<file path="config.mk">
export PLATFORM = sky130hd
export DESIGN_NAME = fetch_unit
export DESIGN_NICKNAME = d
export VERILOG_FILES = /design/src/rtl/fetch_unit.sv
export SDC_FILE = /design/constraint.sdc
export NUM_CORES = 1
export LEC_CHECK = 0
export ABC_AREA = 0
export BUFFER_PORTS_ARGS = -buffer_cell sky130_fd_sc_hd__buf_2
export CORE_ASPECT_RATIO = 0.8
export CORE_MARGIN = 8
export CORE_UTILIZATION = 40
export DETAILED_ROUTE_END_ITERATION = 6
export GPL_ROUTABILITY_DRIVEN = 0
export PLACE_DENSITY_LB_ADDON = 0.2
export RECOVER_POWER = 25
export SETUP_SLACK_MARGIN = 0.02
export SKIP_CTS_REPAIR_TIMING = 1
export SLEW_MARGIN = 20
export SYNTH_ARGS = -nofsm -noshare
export SYNTH_HDL_FRONTEND = slang
export SYNTH_SLANG_ARGS = --single-unit
export TNS_END_PERCENT = 100
</file>
<file path="constraint.sdc">
create_clock -name clk -period 4.1 [get_ports clk]
set_input_delay 0 -clock clk [delete_from_list [all_inputs] [get_ports clk]]
set_output_delay 0 -clock clk [all_outputs]
set_load 0.005 [all_outputs]
</file>
<file path="src/rtl/fetch_unit.sv">
// Instruction fetch stage: credit-limited request issue, in-order response capture into a
// prefetch FIFO of {pc, instr}, and redirect handling that flushes and drops in-flight words.
module fetch_unit #(
   parameter int              XLEN         = 32,
   parameter logic [XLEN-1:0] RESET_VECTOR = '0,
   parameter int              FIFO_DEPTH   = 4
) (
   input  logic            clk,
   input  logic            rst,
   input  logic            redirect_valid,
   input  logic [XLEN-1:0] redirect_target,
   output logic            imem_req_valid,
   input  logic            imem_req_ready,
   output logic [XLEN-1:0] imem_req_addr,
   input  logic            imem_rsp_valid,
   input  logic [31:0]     imem_rsp_data,
   output logic            dec_valid,
   input  logic            dec_ready,
   output logic [31:0]     dec_instr,
   output logic [XLEN-1:0] dec_pc
);
   localparam int AW = $clog2(FIFO_DEPTH);
   localparam int CW = AW + 1;

   logic [XLEN-1:0] fetch_pc_reg, fetch_pc_next;
   logic [XLEN-1:0] rsp_pc_reg, rsp_pc_next;
   logic [CW-1:0]   outstanding_reg, outstanding_next;
   logic [CW-1:0]   count_reg, count_next;
   logic [CW-1:0]   drop_cnt_reg, drop_cnt_next;
   logic [AW-1:0]   wr_ptr_reg, wr_ptr_next;
   logic [AW-1:0]   rd_ptr_reg, rd_ptr_next;

   logic [31:0]     instr_mem [FIFO_DEPTH];
   logic [XLEN-1:0] pc_mem    [FIFO_DEPTH];

   logic [CW:0]     credit_used;
   logic [XLEN-1:0] target_aligned;
   logic            req_fire;
   logic            push;
   logic            pop;

   // Slots promised to in-flight requests count as used, so every response finds room.
   assign credit_used    = {1'b0, outstanding_reg} + {1'b0, count_reg};
   assign imem_req_valid = !rst && !redirect_valid && (credit_used < (CW+1)'(FIFO_DEPTH));
   assign imem_req_addr  = fetch_pc_reg;
   assign req_fire       = imem_req_valid && imem_req_ready;
   assign target_aligned = redirect_target & ~XLEN'(3);

   assign dec_valid = (count_reg != '0);
   assign dec_instr = dec_valid ? instr_mem[rd_ptr_reg] : '0;
   assign dec_pc    = dec_valid ? pc_mem[rd_ptr_reg]    : '0;

   assign push = imem_rsp_valid && (drop_cnt_reg == '0) && !redirect_valid;
   assign pop  = dec_valid && dec_ready && !redirect_valid;

   always_comb begin
      fetch_pc_next    = fetch_pc_reg;
      rsp_pc_next      = rsp_pc_reg;
      count_next       = count_reg;
      drop_cnt_next    = drop_cnt_reg;
      wr_ptr_next      = wr_ptr_reg;
      rd_ptr_next      = rd_ptr_reg;
      outstanding_next = outstanding_reg + CW'(req_fire) - CW'(imem_rsp_valid);

      if (redirect_valid) begin
         fetch_pc_next = target_aligned;
         rsp_pc_next   = target_aligned;
         count_next    = '0;
         wr_ptr_next   = '0;
         rd_ptr_next   = '0;
         // A response arriving in the redirect cycle is already discarded, so it is not counted.
         drop_cnt_next = outstanding_reg - CW'(imem_rsp_valid);
      end else begin
         if (req_fire) begin
            fetch_pc_next = fetch_pc_reg + XLEN'(4);
         end
         if (imem_rsp_valid && (drop_cnt_reg != '0)) begin
            drop_cnt_next = drop_cnt_reg - CW'(1);
         end
         if (push) begin
            rsp_pc_next = rsp_pc_reg + XLEN'(4);
            wr_ptr_next = wr_ptr_reg + AW'(1);
         end
         if (pop) begin
            rd_ptr_next = rd_ptr_reg + AW'(1);
         end
         count_next = count_reg + CW'(push) - CW'(pop);
      end
   end

   always_ff @(posedge clk) begin
      if (rst) begin
         fetch_pc_reg    <= RESET_VECTOR;
         rsp_pc_reg      <= RESET_VECTOR;
         outstanding_reg <= '0;
         count_reg       <= '0;
         drop_cnt_reg    <= '0;
         wr_ptr_reg      <= '0;
         rd_ptr_reg      <= '0;
      end else begin
         fetch_pc_reg    <= fetch_pc_next;
         rsp_pc_reg      <= rsp_pc_next;
         outstanding_reg <= outstanding_next;
         count_reg       <= count_next;
         drop_cnt_reg    <= drop_cnt_next;
         wr_ptr_reg      <= wr_ptr_next;
         rd_ptr_reg      <= rd_ptr_next;
      end
   end

   // Storage has no reset; outputs are masked by dec_valid while entries are stale.
   always_ff @(posedge clk) begin
      if (push && !rst) begin
         instr_mem[wr_ptr_reg] <= imem_rsp_data;
         pc_mem[wr_ptr_reg]    <= rsp_pc_reg;
      end
   end

endmodule

</file>
After elaboration in Yosys (flattened, before gate mapping). Memories as Yosys holds them, arrays and structs flattened. A register that Yosys moved wholly into a read port is not among the register bits. Index checks and enable logic that the tools add are counted.

Add/sub/neg operators: 11. Order comparisons: 1. Mux-type cells: 14. Reduce and logical (&&, ||, !) cells: 18.

Operators by type and width (number): $mux 32 (6); $add 32x3->32 const B (2); $logic_and 1x1->1 (9); $sub 3x1->3 (3); $mux 2 (4); $add 3x1->3 (2); $mux 3 (2); $reduce_bool 2->1 (3); $reduce_bool 3->1 (2); $add 2x1->2 const B (2); $add 3x3->4 (1); $lt 4x3->1 const B (1); $logic_not 3->1 (1); $sub 3x1->3 const B (1); $logic_not 1->1 (2); $mux 1 (2); $reduce_or 2->1 (1).

Register bits: 77. Bits in writable memories: 256. Input port bits: 70. Output and inout bits: 98. Word-level logic and storage cells: 55. Memories: 2.

Memory list: instr_mem (words 4, width 32, rd ports 1, clocked after Yosys merged registers in 1, wr ports 1, line 33) `logic [31:0] instr_mem [FIFO_DEPTH];`; pc_mem (words 4, width 32, rd ports 1, clocked after Yosys merged registers in 1, wr ports 1, line 34) `logic [XLEN-1:0] pc_mem [FIFO_DEPTH];`.

Longest topological paths before layout. Gate-level depths: netlist of the first run.

Word-level depth: 6. Gate-level depth with buffers: 13. Depth with buffers taken out: 11.

Worst setup path after synthesis of the first run. Ideal clock, no wire load.

Path type: reg-to-reg. Start: register drop_cnt_reg[0]. End: memory instr_mem[0][0], enable pin. Arrival time: 2.838 ns. Required time: 3.673 ns. Path slack: 0.835 ns. Cell stages (with the launch flop): 7. Buffers on the path: 2. Period minus slack after synthesis: 3.265 ns. Cells stage by stage: dfxtp_1 inv_1 ha_1 and3b_1 clkbuf_1 clkbuf_1 and3_1.

Cells in the longest elaborated chain, start to end: 6.

RTL lines: from (decl) (line 29) `logic [CW-1:0] drop_cnt_reg, drop_cnt_next;`; from (signal assigned) (line 105) `drop_cnt_reg <= drop_cnt_next;`; $logic_not 3->1 (line 53) `assign push = imem_rsp_valid && (drop_cnt_reg == '0) && !redirect_valid;`; $logic_and 1x1->1 (2 in a row) (line 53); $logic_and 1x1->1 (line 113) `if (push && !rst) begin`; $mux 1 (line 113); $mux 1 (implied by the code) (line 114) `instr_mem[wr_ptr_reg] <= imem_rsp_data;`; to (decl) (line 33).

Every way passes these cells.

Worst setup path after layout of the first run.
Start: register outstanding_reg[2]. End: register outstanding_reg[2].

Cells in the longest elaborated chain, start to end: 6.

RTL lines: from (decl) (line 27) `logic [CW-1:0] outstanding_reg, outstanding_next;`; from (signal assigned) (line 103) `outstanding_reg <= outstanding_next;`; $add 3x3->4 (line 43) `assign credit_used = {1'b0, outstanding_reg} + {1'b0, count_reg};`; $lt 4x3->1 (line 44) `assign imem_req_valid = !rst && !redirect_valid && (credit_used < (CW+1)'(FIFO_DEPTH));`; $logic_and 1x1->1 (line 44); $logic_and 1x1->1 (line 46) `assign req_fire = imem_req_valid && imem_req_ready;`; $add 3x1->3 * (line 63) `outstanding_next = outstanding_reg + CW'(req_fire) - CW'(imem_rsp_valid);`; $sub 3x1->3 * (line 63).

Every way passes the cells marked *; elsewhere a longest branch is shown, timed or not. A chain may end at the register's enable or synchronous reset.

==> impl_metrics.tcl, run 1 <==
set metrics [dict create \
    status "complete, but fails checks" \
    failed_checks "negative hold slack" \
    rows 60 \
    synth_top_area_frac 0.550 \
    grt_pass1_vias 8464 \
    worstSetupEndpointType "flip-flop" \
    synth_edf_count 248 \
    core_area_mm2 0.0335 \
    wire_per_inst_um 19.7 \
    synthFlopType "edfxtp_1" \
    synthArstFlopShare 0 \
    crit_path_frequent_cell "ha_1" \
    cap_violations 0 \
    drive_gt1_frac 0.248 \
    grt_pass1_wl_um 49100 \
    cts_buffers 35 \
    synth.area.top_cells "edfxtp_1 55%, dfxtp_1 11%, mux4_2 10%" \
    dp_hpwl_um 20700 \
    grt_max_degree 64 \
    reg2regPathDepth 12 \
    yosysMostFrequentCell "edfxtp_1" \
    peakVddDrop_uv 253 \
    hold_viol 1 \
    period_share 0.721 \
    final-setup-viol-count 0 \
    slew_viol_final 0 \
    worst_path_max_delay_cell "dfxtp_1" \
    hold_class "input pin to flip-flop" \
    clk_pin_slew_ps 60 \
    synthCells 900 \
    slew-limit-headroom 0.363 \
    largest_register_ffs 128 \
    syn_area_mm2 0.0135 \
    yosysTopAreaCell "edfxtp_1" \
    via_count 8404 \
    clock_skew_ps 13.0 \
    drc 0 \
    critPathArrivalTime_ps 3340 \
    antenna_found_initial 0 \
    nets 1234 \
    ys_types 62 \
    largest_register "instr_mem" \
    yosysWarnings 0 \
    tns_ps 0 \
    dr.pass1.iters 5 \
    hold_depth 4 \
    viasPerCell 5.24 \
    h-tree-depth 2 \
    tritoncts "done" \
    start_kind "flip-flop" \
    worstMarginPinSlew_ps 955 \
    slowest_delay_ps 400 \
    yosysSeqAreaShare 0.661 \
    pin_count 168 \
    critPathBufInv 3 \
    die_w_um 222 \
    synthTopCellsByCount "248 x edfxtp_1, 75 x dfxtp_1, 65 x nor2b_1" \
    root_buffer "clkbuf_16" \
    area_delta_synth_final_pct 23.8 \
    power_density_mw_per_mm2 448 \
    grt-ovfl-total 0 \
    period_needed_ps 2960 \
    grt_usage 0.154 \
    die_area_mm2 0.0400 \
    insertedDiodeCount 0 \
    syn_area_per_cell_um2 15.0 \
    critPathRequiredTime_ps 4480 \
    start_util 0.404 \
    drtIter0Drc 600 \
    crit_path_cell_trace "ha_1, or3_1, nor4_4, buf_4, inv_2, ha_1, inv_1, ha_1, fa_1, xnor2_1, xnor2_1, nor2_1" \
    cp_num_cells 12 \
    clock_path_buffers 3 \
    worstSetupPathType "flip-flop to flip-flop" \
    clock_sinks 323 \
    chipHeight_um 181 \
    cp_max_fo 18 \
    io_buffers 161 \
    top_regs "instr_mem (128), pc_mem (120)" \
    synth_seq_cells 323 \
    finish.utilization 0.500 \
    fillerInstances 2872 \
    antenna_left 0 \
    fin_hold_ws_ps -18.8 \
    grt_setup_unrepaired "no" \
    p_leak_nw 5.90 \
    fmax_ghz 0.338 \
    clkLatencyLatePin_ps 520 \
    wirelength_um 31600 \
    cp_top_family "adder cells" \
]
## cell usage in the layout, fill, tap and decap left out, types with 5 or more instances in the layout
cell	n
xnor2_1	20
and3_1	9
mux4_2	62
nand4_1	19
a21boi_0	9
buf_2	129
dfxtp_1	73
buf_4	24
nor2_1	40
xor2_1	23
edfxtp_1	248
nor3_1	13
or3_1	5
nand2_1	51
dlygate4sd3_1	65
clkinv_1	6
bufinv_16	7
clkbuf_16	35
a31oi_1	5
inv_1	26
a32oi_1	6
nor4_1	5
o21ai_0	10
a21oi_1	24
ha_1	16
and2_1	9
a211oi_1	16
or4_1	5
nand3_1	34
nor2b_1	65
clkbuf_1	36
## worst paths after layout
path	slack, ps	startpoint	end
setup / recovery	1140	outstanding_reg[2]	outstanding_reg[2]
hold / removal	-20	rst	rsp_pc_reg[22]
setup reg to reg	1140	outstanding_reg[2]	outstanding_reg[2]
hold reg to reg	510	wr_ptr_reg[1]	wr_ptr_reg[1]
## logic make-up after synthesis
| kind of cell | synth area share |
|---|---|
| muxes | 0.108 |
| adders and majority gates | 0.0178 |
| buffers and inverters | 0.0243 |
| DFF | 0.661 |
| and+or+nand+nor | 0.113 |
| other | 0.000277 |
| AOI/OAI and AO/OA | 0.0474 |
| xor gates and xnor gates | 0.0278 |
## per-stage QoR
stage	setup slack (ps)	std cells	area, µm²	power [mW]	hold WS (ps)
2_1_floorplan	835	903	13500	4.05	98.9
3_3_place_gp	1170	1478	14900	4.25	223
3_5_place_dp	1150	1478	14900	4.26	222
4_1_cts	1130	1540	16100	7.56	-327
5_1_grt	929	1605	16800	7.80	-5.64
6_report	1140	1605	16800	7.51	-18.8
## worst reg2reg max path: stages, from the launching register on
cell     delay [ps]
dfxtp_1         400
ha_1            260
or3_1           380
nor4_4          220
buf_4           280
inv_2            60
ha_1            270
inv_1            40
ha_1            180
fa_1            390
xnor2_1         180
xnor2_1         130
nor2_1           50
## area by class of cell
| cell class | instances | area (µm²) | share of cell area |
|---|---|---|---|
| Inverter | 27 | 101 | 0.00605 |
| Tap cell | 434 | 543 | 0.0324 |
| Clock inverter | 23 | 303 | 0.0181 |
| Multi-Input combinational cell | 505 | 4280 | 0.256 |
| Timing Repair Buffer | 254 | 1680 | 0.100 |
| Sequential cell | 323 | 8950 | 0.534 |
| Clock buffer | 39 | 891 | 0.0532 |
## layer usage
layer	share of wire	vias to the layer above	GRT usage
li1	-	3934	-
met2	0.43	269	0.227
met5	0	-	0
met1	0.50	4174	0.228
met3	0.063	27	0.0379
met4	0.011	0	0.0328
## power by group
part           switching (mW)  total (mW)  internal (mW)
combinational           0.277       0.525          0.248
sequential             0.0938        3.71           3.61
clock                    1.26        3.28           2.02
total                    1.63        7.51           5.88
(Power assumes the default switching activity.)
==> run 2: changes to the inputs <==
clock period = 2.9 ns   (was 4.1 ns; I/O delays follow)
==> impl_metrics.tcl, run 2 (synthesized netlist as in run 1, its figures left out) <==
set metrics [dict create \
    status "finished clean" \
    peakVddDrop_uv 397 \
    clock_skew_ps 11.2 \
    tns_ps 0 \
    fmax_ghz 0.373 \
    start_kind "flip-flop" \
    dpl_cell_area_mm2 0.0150 \
    top_regs "instr_mem (128), pc_mem (120)" \
    grt_usage 0.151 \
    p_leak_nw 5.81 \
    placed_cells 1471 \
    hold_viol 0 \
    fillerInstances 2872 \
    grt_pass1_vias 8386 \
    drive_gt1_frac 0.247 \
    worstMarginPinSlew_ps 880 \
    grt-ovfl-total 0 \
    viasPerCell 5.23 \
    final_cell_mix "248 x edfxtp_1, 129 x buf_2, 71 x dfxtp_1, 65 x nor2b_1, 65 x dlygate4sd3_1" \
    hp-start "dec_ready" \
    grt_setup_unrepaired "no" \
    worstSetupEndpointType "flip-flop" \
    drtIter0Drc 595 \
    io_buffers 161 \
    total_power_mw 10.3 \
    h-tree-depth 2 \
    slew-limit-headroom 0.411 \
    final_common_cell "edfxtp_1" \
    wirelength_um 31100 \
    cap_violations 0 \
    clk_pin_slew_ps 60 \
    drc 0 \
    die_w_um 222 \
    dr.pass1.iters 5 \
    fin_area_mm2 0.0167 \
    setup_ws_ps 219 \
    dp_hpwl_um 19900 \
    via_count 8365 \
    pin_count 168 \
    period_needed_ps 2680 \
    dp_slack_ps 237 \
    power_density_mw_per_mm2 618 \
    startpoint "count_reg[2]" \
    cp_max_fo 3 \
    timing.rr.start "count_reg[2]" \
    largest_register_ffs 128 \
    start_util 0.404 \
    tritoncts "done" \
    period_share 0.924 \
    clock_sinks 323 \
    hold_class "input pin to flip-flop" \
    worstSetupPathType "flip-flop to flip-flop" \
    final-setup-viol-count 0 \
    chipHeight_um 181 \
    grt_pass1_wl_um 48300 \
    core_area_mm2 0.0335 \
    nets 1227 \
    critPathRequiredTime_ps 3280 \
    insertedDiodeCount 0 \
    die_area_mm2 0.0400 \
    fin_cells 1598 \
    area_delta_synth_final_pct 23.3 \
    root_buffer "clkbuf_16" \
    antenna_left 0 \
    wire_per_inst_um 19.4 \
    largest_register "instr_mem" \
    cts_buffers 35 \
    antenna_found_initial 1 \
    clock_path_buffers 3 \
    grt_max_degree 64 \
    critPathArrivalTime_ps 3060 \
    rows 60 \
    slew_viol_final 0 \
    clkLatencyLatePin_ps 520 \
]
run 2: cell types whose count changed in the layout (fill, tap and decap cells not counted), moves of 3 or more:
cell and change:
ha_1 -3, ha_4 +3, clkbuf_1 +6, buf_4 -9, bufinv_16 -5, clkbuf_8 +3
run 2: final timing paths:
path,end,slack (ps),cells after the start
max,outstanding_reg[2],220,11
min,rd_ptr_reg[0],50,4
max reg2reg,outstanding_reg[2],220,11
min reg2reg,wr_ptr_reg[1],520,2
run 2: critical path: stages (launching register included):
cell and delay, ps:
dfxtp_2 380, ha_4 220, or3_4 390, nor4_4 310
inv_2 90, ha_4 270, inv_2 30, ha_4 150
fa_2 370, xnor2_2 170, xnor2_1 130, nor2_1 50
run 2: cell type report:
| type | instances | area, µm² | share of cell area |
|---|---|---|---|
| inverters | 27 | 101 | 0.00607 |
| well taps | 434 | 543 | 0.0325 |
| clock buffers | 49 | 980 | 0.0587 |
| multi-input cells | 505 | 4330 | 0.259 |
| repair buffers | 247 | 1650 | 0.0988 |
| clock inverters | 13 | 131 | 0.00787 |
| flip-flops and latches | 323 | 8960 | 0.537 |
run 2: stage by stage:
| step | hold slack [ps] | util |
|---|---|---|
| finish | 49.9 | 0.499 |
| global route | 89.7 | 0.499 |
| CTS | -313 | 0.480 |
| detailed placement | 223 | 0.447 |
| global placement | 221 | 0.447 |
| floorplan | 98.9 | - |
run 2: power breakdown:
group | internal [mW] | switching, mW
combinational | 0.367 | 0.394
clock | 2.55 | 1.74
sequential | 5.11 | 0.143
total | 8.03 | 2.28
run 2: per-layer routing:
metal	global-route usage	up-vias	part of all wire
li1	-	3920	-
met1	0.211	4139	0.47
met4	0.0342	2	0.015
met5	0	-	0.00029
met2	0.231	263	0.44
met3	0.0446	41	0.069
